### src/rtl/regfile_pkg.sv
`default_nettype none
// ============================================================================
//  Module      : regfile_pkg
//  Description : Shared constants, types and helpers for the multi-port
//                register file: address-width helper, default parameter
//                values and the write-port priority resolver.
//  Revision    : 1.0  initial release
// ============================================================================
package regfile_pkg;

    localparam int C_DEF_DATA_W   = 16;
    localparam int C_DEF_NUM_REGS = 8;
    localparam int C_DEF_NUM_RD   = 3;
    localparam int C_DEF_NUM_WR   = 2;

    // Resolver works on fixed maximum widths so one function serves every
    // parametrisation; callers zero-pad unused ports and address bits.
    localparam int C_MAX_WR = 4;
    localparam int C_MAX_AW = 8;

    typedef struct packed {
        logic       hit;   // at least one enabled port targets the address
        logic [1:0] port;  // winning (highest-index) port
    } wr_sel_t;

    function automatic int addr_width(input int n);
        return (n <= 2) ? 1 : $clog2(n);
    endfunction

    // Later iterations overwrite earlier ones, so the highest index wins.
    function automatic wr_sel_t resolve_wr(
        input logic [C_MAX_WR-1:0]               en,
        input logic [C_MAX_WR-1:0][C_MAX_AW-1:0] addrs,
        input logic [C_MAX_AW-1:0]               addr
    );
        wr_sel_t sel;
        sel = '0;
        for (int j = 0; j < C_MAX_WR; j++) begin
            if (en[j] && (addrs[j] == addr)) begin
                sel.hit  = 1'b1;
                sel.port = 2'(j);
            end
        end
        return sel;
    endfunction

endpackage
`default_nettype wire

### src/rtl/regfile_scoreboard.sv
`default_nettype none
// ============================================================================
//  Module      : regfile_scoreboard
//  Description : Per-register busy (pending producer) tracking. Allocation
//                sets a bit, a write clears it, allocation wins on a tie.
//                rd_busy optionally hides a bit being cleared this cycle.
//  Ports       : clk, rst            - clock / synchronous active-high reset
//                alloc_en/alloc_addr - qualified allocation request
//                wr_hit              - per-register qualified write this cycle
//                rd_addr             - packed read addresses
//                busy                - registered busy vector
//                rd_busy             - busy bit per read port (combinational)
//  Revision    : 1.0  initial release
// ============================================================================
module regfile_scoreboard #(
    parameter int NUM_REGS = 8,
    parameter int NUM_RD   = 3,
    parameter int BYPASS   = 1,
    parameter int AW       = 3
) (
    input  logic                 clk,
    input  logic                 rst,
    input  logic                 alloc_en,
    input  logic [AW-1:0]        alloc_addr,
    input  logic [NUM_REGS-1:0]  wr_hit,
    input  logic [NUM_RD*AW-1:0] rd_addr,
    output logic [NUM_REGS-1:0]  busy,
    output logic [NUM_RD-1:0]    rd_busy
);

    logic [NUM_REGS-1:0] r_busy;

    always_ff @(posedge clk) begin
        if (rst) begin
            r_busy <= '0;
        end else begin
            for (int k = 0; k < NUM_REGS; k++) begin
                if (alloc_en && (alloc_addr == AW'(k))) begin
                    r_busy[k] <= 1'b1;
                end else if (wr_hit[k]) begin
                    r_busy[k] <= 1'b0;
                end
            end
        end
    end

    assign busy = r_busy;

    generate
        for (genvar i = 0; i < NUM_RD; i++) begin : g_rd_busy
            logic [AW-1:0] w_ra;
            logic          w_fwd_clear;
            assign w_ra        = rd_addr[i*AW +: AW];
            // Forward the clear only when no new producer claims it this cycle.
            assign w_fwd_clear = (BYPASS != 0) && wr_hit[w_ra] &&
                                 !(alloc_en && (alloc_addr == w_ra));
            assign rd_busy[i]  = r_busy[w_ra] & ~w_fwd_clear;
        end
    endgenerate

endmodule
`default_nettype wire

### src/rtl/regfile_mp.sv
`default_nettype none
// ============================================================================
//  Module      : regfile_mp
//  Description : Parametrised multi-port register file with write priority
//                (highest port wins), optional write-to-read bypass,
//                optional hardwired zero register and busy scoreboard.
//  Ports       : clk, rst               - clock / sync active-high reset
//                rd_addr -> rd_data    - combinational read ports
//                rd_busy               - busy bit of each read address
//                wr_en/wr_addr/wr_data - write ports
//                alloc_en/alloc_addr   - mark register pending
//                busy                  - registered busy vector
//                wr_conflict           - pulse: same-address write collision
//  Revision    : 1.0  initial release
// ============================================================================
import regfile_pkg::*;

module regfile_mp #(
    parameter  int DATA_W   = C_DEF_DATA_W,
    parameter  int NUM_REGS = C_DEF_NUM_REGS,
    parameter  int NUM_RD   = C_DEF_NUM_RD,
    parameter  int NUM_WR   = C_DEF_NUM_WR,
    parameter  int BYPASS   = 1,
    parameter  int ZERO_REG = 0,
    localparam int AW       = addr_width(NUM_REGS)
) (
    input  logic                     clk,
    input  logic                     rst,
    input  logic [NUM_RD*AW-1:0]     rd_addr,
    output logic [NUM_RD*DATA_W-1:0] rd_data,
    output logic [NUM_RD-1:0]        rd_busy,
    input  logic [NUM_WR-1:0]        wr_en,
    input  logic [NUM_WR*AW-1:0]     wr_addr,
    input  logic [NUM_WR*DATA_W-1:0] wr_data,
    input  logic                     alloc_en,
    input  logic [AW-1:0]            alloc_addr,
    output logic [NUM_REGS-1:0]      busy,
    output logic                     wr_conflict
);

    logic [DATA_W-1:0]                 r_mem [NUM_REGS];
    logic                              r_conflict;

    logic [C_MAX_WR-1:0]               w_wen;
    logic [C_MAX_WR-1:0][C_MAX_AW-1:0] w_waddr;
    logic [DATA_W-1:0]                 w_wdata [C_MAX_WR];
    wr_sel_t                           w_reg_sel [NUM_REGS];
    logic [NUM_REGS-1:0]               w_wr_hit;
    logic                              w_alloc_en;
    logic                              w_conflict;

    // Qualify write ports: reset suppresses everything (bypass included) and
    // writes to a hardwired zero register vanish before any other logic.
    generate
        for (genvar j = 0; j < C_MAX_WR; j++) begin : g_wr_port
            if (j < NUM_WR) begin : g_used
                assign w_waddr[j] = C_MAX_AW'(wr_addr[j*AW +: AW]);
                assign w_wdata[j] = wr_data[j*DATA_W +: DATA_W];
                assign w_wen[j]   = wr_en[j] & ~rst &
                                    ~((ZERO_REG != 0) && (wr_addr[j*AW +: AW] == '0));
            end else begin : g_unused
                assign w_waddr[j] = '0;
                assign w_wdata[j] = '0;
                assign w_wen[j]   = 1'b0;
            end
        end
    endgenerate

    assign w_alloc_en = alloc_en & ~rst &
                        ~((ZERO_REG != 0) && (alloc_addr == '0));

    always_comb begin
        w_conflict = 1'b0;
        for (int j = 0; j < C_MAX_WR; j++) begin
            for (int k = j + 1; k < C_MAX_WR; k++) begin
                if (w_wen[j] && w_wen[k] && (w_waddr[j] == w_waddr[k])) begin
                    w_conflict = 1'b1;
                end
            end
        end
    end

    always_ff @(posedge clk) begin
        if (rst) begin
            r_conflict <= 1'b0;
        end else begin
            r_conflict <= w_conflict;
        end
    end

    assign wr_conflict = r_conflict;

    // One resolver per register feeds both the storage update and the read
    // bypass, so both always agree on which port won.
    generate
        for (genvar k = 0; k < NUM_REGS; k++) begin : g_reg
            localparam logic [C_MAX_AW-1:0] C_IDX = C_MAX_AW'(k);
            assign w_reg_sel[k] = resolve_wr(w_wen, w_waddr, C_IDX);
            assign w_wr_hit[k]  = w_reg_sel[k].hit;

            always_ff @(posedge clk) begin
                if (rst) begin
                    r_mem[k] <= '0;
                end else if (w_reg_sel[k].hit) begin
                    r_mem[k] <= w_wdata[w_reg_sel[k].port];
                end
            end
        end
    endgenerate

    generate
        for (genvar i = 0; i < NUM_RD; i++) begin : g_rd
            logic [AW-1:0]     w_ra;
            wr_sel_t           w_sel;
            logic [DATA_W-1:0] w_rd;

            assign w_ra  = rd_addr[i*AW +: AW];
            assign w_sel = w_reg_sel[w_ra];

            always_comb begin
                w_rd = r_mem[w_ra];
                if ((BYPASS != 0) && w_sel.hit) begin
                    w_rd = w_wdata[w_sel.port];
                end
                if ((ZERO_REG != 0) && (w_ra == '0)) begin
                    w_rd = '0;
                end
            end

            assign rd_data[i*DATA_W +: DATA_W] = w_rd;
        end
    endgenerate

    regfile_scoreboard #(
        .NUM_REGS (NUM_REGS),
        .NUM_RD   (NUM_RD),
        .BYPASS   (BYPASS),
        .AW       (AW)
    ) u_scoreboard (
        .clk        (clk),
        .rst        (rst),
        .alloc_en   (w_alloc_en),
        .alloc_addr (alloc_addr),
        .wr_hit     (w_wr_hit),
        .rd_addr    (rd_addr),
        .busy       (busy),
        .rd_busy    (rd_busy)
    );

endmodule
`default_nettype wire

### config.mk
export PLATFORM = sky130hd
export DESIGN_NAME = regfile_mp
export DESIGN_NICKNAME = d
export VERILOG_FILES = /design/src/rtl/regfile_pkg.sv /design/src/rtl/regfile_scoreboard.sv /design/src/rtl/regfile_mp.sv
export SDC_FILE = /design/constraint.sdc
export NUM_CORES = 1
export LEC_CHECK = 0
export BUFFER_PORTS_ARGS = -buffer_cell sky130_fd_sc_hd__buf_2
export CAP_MARGIN = 25
export CORE_MARGIN = 3
export CORE_UTILIZATION = 62
export CTS_BUF_LIST = sky130_fd_sc_hd__clkbuf_8
export CTS_CLUSTER_SIZE = 14
export DETAILED_ROUTE_END_ITERATION = 8
export PLACE_DENSITY_LB_ADDON = 0.25
export SYNTH_ARGS = -nofsm -noshare
export SYNTH_HDL_FRONTEND = slang
export SYNTH_SLANG_ARGS = --single-unit
### constraint.sdc
create_clock -name clk -period 2.2 [get_ports clk]
set_clock_uncertainty 0.05 [all_clocks]
set_input_delay 0.22 -clock clk [delete_from_list [all_inputs] [get_ports clk]]
set_output_delay 0.22 -clock clk [all_outputs]
set_load 0.05 [all_outputs]
==> impl_results.md, run 1 <==
* Total CTS buffers at 17
* Routed Antenna Nets at 0
* WHS Endpoint: u_scoreboard.busy[4]
* Register area share after synthesis at 0.369
* Post-Synthesis Cells at 793
* Initial DRC count at 1514
* Via/cell ratio at 8.18
* CTS Sinks at 137
* Reg-to-reg slack, setup at 1.40 ns
* Outcome: finished with violations
* Core box area at 16900 sq um
* Synth area leaders: edfxtp_1, mux4_2, mux2i_1
* Worst R2R Start: u_scoreboard.busy[3]
* Max-cap violations at 0
* Die area at 19200 sq um
* Final period utilization at 1.14
* R2R Path End: u_scoreboard.busy[3]
* Final nets at 965
* Dpl cell area at 12700 sq um
* GP Congestion at 0.930
* Residual DRC at 0
* Design area at 14100 sq um
* Hold Vio Cnt, Final at 0
* WP data required at 1.93 ns
* Slew margin rel. at 0.684
* Setup WS post-layout at -0.301 ns
* Routed WL at 39600 microns
* Row cnt at 47
* DR WL met2 at 19400 microns
* Worst-skew pair later-pin latency at 0.46 ns
* Crit-path max FO at 8
* Fin. max-slew vios at 0
* Maximum root-to-sink buffer count at 2
* Avg WL per Cell at 34.7 microns
* Reg2reg path depth at 2
* Global-route wire length before repair at 58900 microns
* GRT Overall Usage at 0.411
* Worst path most repeated cell: buf_4
* Clock Tree Root: clkbuf_8
* CP Capture Type: output port
* Most frequent cells in the layout: a22o_1, edfxtp_1, mux4_2
* Async set-reset flop share out of synthesis at 0
* Critical path arrival at 2.23 ns
* Share of cells above drive strength 1 at 0.573
* Setup violators final at 51
* Vias in the first global route at 9750
* Io pins at 115
* HPWL after DPL at 23000 microns
* Drt pass-1 iters at 6
* Post-layout util at 0.833
* Diodes inserted at 0
* Crit-path slowest cell: mux4_2
* Worst-path clk slew at 0.08 ns
* Synthesized flop and latch total at 137
* CP peak stage delay at 0.52 ns
* DR top layer: met4
* Leak pwr at 5.01 nW
* Placed cell count at 1106
* CTS tree: built
* Syn Nets at 848
* HP Class: primary input to register
* Starting density of the core at 0.646
* Die H at 139 microns
* Mapped Area at 10900 sq um
* DIE WIDTH at 139 microns
* Yosys top cell by area: edfxtp_1
* Setup CP Type: primary input to output port
* Routed wl met3 at 5450 microns
* Max VDD drop at 0.580 mV
* Initial antenna violation count at 0
* Minimum clock period at 2.50 ns
* Mean post-synth cell area at 13.7 sq um
* Hold path depth at 2
* Largest net degree at the start of global routing at 38
* H-tree depth at 4
* Failing checks: negative setup slack
* Post-Layout Cell Count at 1143
* IO buf count at 114
* M1 WL at 12100 microns
* Hold Startpoint: alloc_addr[1]
* Post-synth top flop: edfxtp_1
* Post-synth top area share at 0.353
* P per Cell Area at 616 nW/um^2
* Critical Path, Cell by Cell: buf_6 -> nor3b_4 -> a22oi_1 -> mux4_2 -> buf_4 -> nor2b_1 -> o31a_1 -> buf_4
* Synth cell types at 37
* YS warnings at 0
* Total grt overflow at 0
* Fmax at 0.400 GHz
* Vias at 9349
* Unrepaired setup endpoints after global routing: true
* EDFF count, synth at 128
* CP Launch Type: primary input
* Worst Max-Slew Pin Slew at 0.475 ns
* Synthesis-to-finish area growth at 29.0%
## what timing repair did
action                     4_1_cts  5_1_grt
buffers inserted                 4        0
pin swaps                        1        0
hold endpoints to repair         1        0
resized for setup              199       29
hold buffers                     1        0
setup endpoints to repair       51       51
## critical path, delay by kind of cell
| family | cells | cell delay (ns) |
|---|---|---|
| compound gates | 2 | 0.46 |
| buf+inv | 3 | 0.54 |
| mux | 1 | 0.52 |
| simple gates | 2 | 0.48 |
## final cells by class
cell class	count	area, sq um
Sequential cell	137	4020
Timing Repair Buffer	202	1830
Multi-Input combinational cell	543	7490
Clock inverter	14	156
Clock buffer	18	248
Inverter	9	33.8
Fill cell	830	2810
Tap cell	220	275
## synthesized netlist by cell type (3+ instances only)
cell        n
a22o_1    129
buf_1       3
buf_12      3
buf_2      13
buf_4       5
buf_6       9
clkbuf_1   71
dfxtp_1     9
edfxtp_1  128
inv_1       9
mux2_2     48
mux2i_1   144
mux4_2    108
nand2_1    15
nand2b_1    8
nand4_1     3
nor2_1     13
nor2b_1    11
nor3_1      5
nor3b_2     3
o21ai_0     3
o22ai_1     7
o31a_1      3
or2_2       4
xnor2_1    13
xor2_1      8
## registers in the layout, indices dropped and copies added (netlist names)
name and count:
u_scoreboard.busy 8, wr_conflict 1, r_mem 128
## logic make-up (layout without fill, tap and decap cells)
group / Yosys count / count (layout) / share of synthesized area
mux: 300 / 300 / 0.405
flops: 137 / 137 / 0.369
xor+xnor: 21 / 21 / 0.0169
simple gates: 72 / 72 / 0.0384
compound gates: 150 / 150 / 0.118
buf+inv: 113 / 243 / 0.0528
## through the flow
step / hold WS (ns) / worst slack [ns] / setup TNS [ns] / power [mW]
3_3_place_gp: 0.447 / -0.232 / -10.53 / 5.84
6_report: 0.0719 / -0.301 / -11.38 / 8.67
4_1_cts: 0.0471 / -0.190 / -8.18 / 8.47
2_1_floorplan: 0.318 / -0.0943 / -2.83 / 5.26
3_5_place_dp: 0.459 / -0.357 / -15.99 / 5.94
5_1_grt: 0.0833 / -0.378 / -15.66 / 8.86
## where the power goes
part           internal [mW]  total [mW]  leakage, nW  switching (mW)
Sequential              3.05        3.21         1.31           0.158
Clock                   1.14        2.18        0.203            1.05
Combinational           1.45        3.28         3.50            1.83
## how the worst max path moves through the flow
stage,start,slack (ns),cells after the start,to
global placement,rst,-0.23,8,rd_data[0]
floorplan,wr_addr[5],-0.09,8,rd_data[10]
detailed placement,rst,-0.36,8,rd_data[1]
finish,wr_addr[5],-0.30,8,rd_busy[0]
CTS,wr_addr[5],-0.19,8,rd_busy[0]
global route,wr_addr[5],-0.38,8,rd_busy[0]
## metal layers
metal / track usage / vias to the layer above
met5: 0 / -
met4: 0.268 / 0
met3: 0.124 / 260
met2: 0.661 / 1071
met1: 0.484 / 4501
li1: - / 3517
Power figures use the tool's default switching activity.
==> run 2: changes to the inputs <==
Settings changed: GPL_TIMING_DRIVEN from default to 0, PLACE_DENSITY from default to 0.83, PLACE_DENSITY_LB_ADDON 0.25 to default.
==> run 2 against run 1 <==
  * The flow still finishes with violations (negative setup slack)
  * Count of clock-buffer cells in the layout rose by 2
  * Via count is 2.7% higher
  * Cell count grew 3.2%
  * Hold slack better by 0.063 ns
  * Design area down 0.75%
  * Clock power is 3% higher
  * Register-to-register slack lost 0.02 ns
  * Worst setup slack worse by 0.14 ns
  * Critical path depth unchanged
  * Global-route usage rose by 0.27 points
  * Die area is the same
  * Wire length up 4.6%
  * Largest power group unchanged
==> impl_results.md, run 2 (synthesis gave the netlist of run 1 again) <==
* Outcome: finished with violations
* Failing checks: negative setup slack
* Setup WS post-layout at -0.443 ns
* Global-route wire length before repair at 58900 microns
* Die area at 19200 sq um
* Top reg by flops: r_mem
* Diodes inserted at 0
* Io pins at 115
* Drt pass-1 iters at 7
* Total grt overflow at 0
* WP data required at 1.93 ns
* IO buf count at 107
* Slew margin rel. at 0.265
* Max-cap violations at 0
* Crit-path max FO at 10
* HP Class: primary input to register
* GRT Overall Usage at 0.414
* Dpl cell area at 12400 sq um
* Hold Vio Cnt, Final at 0
* Setup violators final at 107
* Fillers at 825
* Residual DRC at 0
* Routed wl met3 at 6270 microns
* Critical path arrival at 2.37 ns
* Placed cell count at 1123
* Max VDD drop at 0.444 mV
* Initial antenna violation count at 0
* Critical Path, Cell by Cell: buf_12 -> nor2b_1 -> nand4_1 -> buf_4 -> mux2_2 -> mux2i_2 -> mux2i_4 -> buf_4
* GP Congestion at 0.919
* Worst-skew pair later-pin latency at 0.46 ns
* Max reg flops at 128
* CP Capture Type: output port
* Vias in the first global route at 9788
* Routed Antenna Nets at 0
* Final period utilization at 1.20
* CP peak stage delay at 0.40 ns
* Synthesis-to-finish area growth at 28.0%
* H-tree depth at 4
* Setup CP Type: primary input to output port
* Unrepaired setup endpoints after global routing: true
* P per Cell Area at 622 nW/um^2
* HPWL after DPL at 25400 microns
* Worst setup startpoint: rst
* Crit-path slowest cell: nor2b_1
* Final nets at 1002
* Core box area at 16900 sq um
* Fmax at 0.378 GHz
* CTS tree: built
* Worst slack at placement at -0.949 ns
* CTS Sinks at 137
* Largest net degree at the start of global routing at 18
* Design area at 14000 sq um
* Worst Max-Slew Pin Slew at 1.10 ns
* Hold Startpoint: wr_addr[2]
* Worst R2R Start: u_scoreboard.busy[2]
* Routed WL at 41400 microns
* Post-Layout Cell Count at 1180
* Worst path most repeated cell: buf_4
* Minimum clock period at 2.64 ns
* Vias at 9599
* Share of cells above drive strength 1 at 0.557
* Clock Tree Root: clkbuf_8
* CP Launch Type: primary input
* Worst-path clk slew at 0.09 ns
* Die H at 139 microns
* M1 WL at 12400 microns
* Fin. max-slew vios at 0
* Via/cell ratio at 8.13
* Starting density of the core at 0.646
* Row cnt at 47
* Leak pwr at 4.87 nW
* Post-layout util at 0.827
* Most frequent cells in the layout: a22o_1, edfxtp_1, mux4_2
* DR WL met2 at 19300 microns
* Total CTS buffers at 17
* Avg WL per Cell at 35.1 microns
* Reg-to-reg slack, setup at 1.38 ns
* Most common cell after layout, fill and taps aside: a22o_1
* DR top layer: met4
* DIE WIDTH at 139 microns
* Maximum root-to-sink buffer count at 2
* Initial DRC count at 1702
==> run 2: where the power goes <==
part	total [mW]	switching, mW	internal, mW	leakage (nW)
clock network	2.25	1.05	1.20	0.212
logic	3.23	1.85	1.38	3.34
registers	3.20	0.149	3.05	1.31
total	8.68	3.05	5.64	4.87
==> run 2: worst paths after layout <==
| check | to | cells after the start |
|---|---|---|
| min | wr_conflict | 3 |
| max | rd_data[46] | 8 |
| max reg2reg | u_scoreboard.busy[2] | 2 |
| min reg2reg | u_scoreboard.busy[0] | 2 |
==> run 2: timing repair <==
item / in CTS / in global routing
endpoints found under the hold margin: 1 / 0
gates resized for setup: 228 / 25
hold buffers: 2 / 0
endpoints found under the setup margin: 103 / 93
gates cloned: 0 / 0
buffers inserted: 8 / 14
pin swaps: 4 / 7
==> run 2: area by class of cell <==
cell class	instances	area (sq um)	area share
Tap cell	220	275	0.0197
Timing Repair Buffer	135	1080	0.0777
Inverter	9	33.8	0.00242
Clock inverter	12	149	0.0107
Buffer	104	664	0.0476
Multi-Input combinational cell	543	7450	0.534
Sequential cell	137	4020	0.288
Clock buffer	20	275	0.0197
==> run 2: metrics by stage <==
| stage | setup TNS (ns) | hold slack (ns) | total power, mW |
|---|---|---|---|
| 2_1_floorplan | -2.83 | 0.318 | 5.26 |
| 3_3_place_gp | -74.90 | 0.459 | 5.79 |
| 3_5_place_dp | -83.06 | 0.476 | 5.91 |
| 4_1_cts | -9.80 | 0.0646 | 8.47 |
| 5_1_grt | -19.23 | 0.169 | 8.85 |
| 6_report | -21.42 | 0.135 | 8.68 |
==> run 2: worst max-delay path, delay by kind of cell <==
kind	cells	cell delay, ns
buf+inv	3	0.65
simple gates	2	0.78
mux	3	0.72
==> run 2: per-layer routing <==
metal | global-route usage | vias up
li1 | - | 3588
met1 | 0.503 | 4603
met2 | 0.669 | 1085
met3 | 0.111 | 323
met4 | 0.248 | 0
met5 | 0 | -
==> run 3: changes to the inputs <==
Settings changed: CORE_UTILIZATION 62 to 61, CTS_BUF_LIST sky130_fd_sc_hd__clkbuf_8 to default, PLACE_DENSITY 0.83 to 0.82.
==> run 3 against run 2 <==
  * The run still ends with negative setup slack left
  * Total power rose by 11%
  * Global-route usage up 1.3 points
  * Utilization is 1.4 points higher
  * Worst setup slack better by 0.036 ns
  * First-iteration DRC count up 9.8%
  * Wire length up 5.3%
  * Fmax grew 1.4%
==> impl_results.md, run 3 (synthesis gave the netlist of run 1 again) <==
* Largest net degree at the start of global routing at 18
* Failing checks: negative setup slack
* Final nets at 1015
* Residual DRC at 0
* Setup TNS Final at -21.37 ns
* Total CTS buffers at 17
* Unrepaired setup endpoints after global routing: true
* Worst-path clk slew at 0.06 ns
* Vias in the first global route at 9758
* Crit-path max FO at 5
* Hold Startpoint: wr_en[1]
* Row cnt at 48
* HPWL after DPL at 26600 microns
* Initial antenna violation count at 0
* Overall power at 9.64 mW
* Max-cap violations at 0
* CP Capture Type: output port
* Total grt overflow at 0
* Drt pass-1 iters at 5
* Routed Antenna Nets at 0
* Most common cell after layout, fill and taps aside: a22o_1
* GRT Overall Usage at 0.427
* CTS tree: built
* Worst slack at placement at -0.968 ns
* H-tree depth at 4
* Max VDD drop at 0.636 mV
* Fmax at 0.384 GHz
* Starting density of the core at 0.626
* Setup CP Type: primary input to output port
* Global-route wire length before repair at 61200 microns
* Setup violators final at 105
* Diodes inserted at 0
* HP Class: primary input to register
* Clock Tree Root: clkbuf_16
* GP Congestion at 0.955
* Maximum root-to-sink buffer count at 2
* CP Launch Type: primary input
* Setup WS post-layout at -0.407 ns
* Worst R2R Start: u_scoreboard.busy[1]
* Vias at 9743
* Die H at 140 microns
* Worst-skew pair later-pin latency at 0.42 ns
* Avg WL per Cell at 36.4 microns
* Slew margin rel. at 0.396
* Synthesis-to-finish area growth at 34.3%
* Final period utilization at 1.18
* Hold Vio Cnt, Final at 0
* Via/cell ratio at 8.13
* Initial DRC count at 1869
* DIE WIDTH at 140 microns
* Top reg by flops: r_mem
* Io pins at 115
* Core box area at 17400 sq um
* Hold slack final at 0.0502 ns
* Outcome: finished with violations
* Worst Max-Slew Pin Slew at 0.905 ns
* Fin. max-slew vios at 0
* Leak pwr at 5.08 nW
* P per Cell Area at 659 nW/um^2
* Most frequent cells in the layout: a22o_1, edfxtp_1, mux4_2
* WP data required at 1.93 ns
* Share of cells above drive strength 1 at 0.566
* IO buf count at 107
* Critical path arrival at 2.34 ns
* Routed WL at 43600 microns
* CTS Sinks at 137
* Minimum clock period at 2.61 ns
* Worst setup startpoint: wr_addr[5]
* Die area at 19500 sq um
* Max reg flops at 128
==> run 3: cell count changes in the layout (fill, tap and decap cells not counted), sizes merged <==
cell / delta
inv: -1
clkinv: +1
bufinv: +1
clkinvlp: +1
buf: +13
dlygate4sd3: -2
==> run 3: path summary, 6_finish.rpt <==
check,cells after the start,slack (ns),to
max,9,-0.41,rd_data[27]
min,3,0.05,wr_conflict
max reg2reg,2,1.42,u_scoreboard.busy[1]
min reg2reg,2,0.46,u_scoreboard.busy[2]
==> run 3: final cells by class <==
class,instances,area (sq um)
clock inverters,14,180
clock buffers,18,429
plain buffers,104,731
well taps,225,282
fillers,786,2770
repair buffers,148,1350
flip-flops and latches,137,4020
inverters,9,33.8
multi-input cells,543,7620
==> run 3: power by group <==
group          total (mW)  internal (mW)  switching [mW]
clock network        3.01           1.88            1.13
logic                3.43           1.49            1.94
registers            3.21           3.06           0.152
==> run 3: per-stage QoR <==
step | utilization | cells | instance area [sq um]
2_1_floorplan | - | 793 | 11500
3_3_place_gp | 0.709 | 1125 | 12400
3_5_place_dp | 0.712 | 1129 | 12400
4_1_cts | 0.818 | 1181 | 14300
5_1_grt | 0.841 | 1198 | 14600
6_report | 0.841 | 1198 | 14600
==> run 3: critical path: stages <==
cell     delay, ns
buf_12        0.11
nor3b_4       0.35
a32oi_2       0.20
mux4_2        0.55
buf_12        0.17
buf_12        0.15
mux2i_4       0.20
mux2i_4       0.18
buf_6         0.19
==> run 3: per-layer routing <==
metal	routed length, microns	up-vias	share of wire	GRT usage
met1	13500	4677	0.31	0.508
met3	6400	283	0.15	0.131
li1	-	3632	-	-
met4	3130	0	0.072	0.256
met2	20600	1151	0.47	0.685
met5	0	-	0	0
==> run 3: what timing repair did <==
item                                    CTS  global route
setup buffers                            18            14
gates cloned                              2             2
hold buffers                              0             0
endpoints found under the setup margin   91            82
resized for setup                       270            50
pin swaps                                 9             6
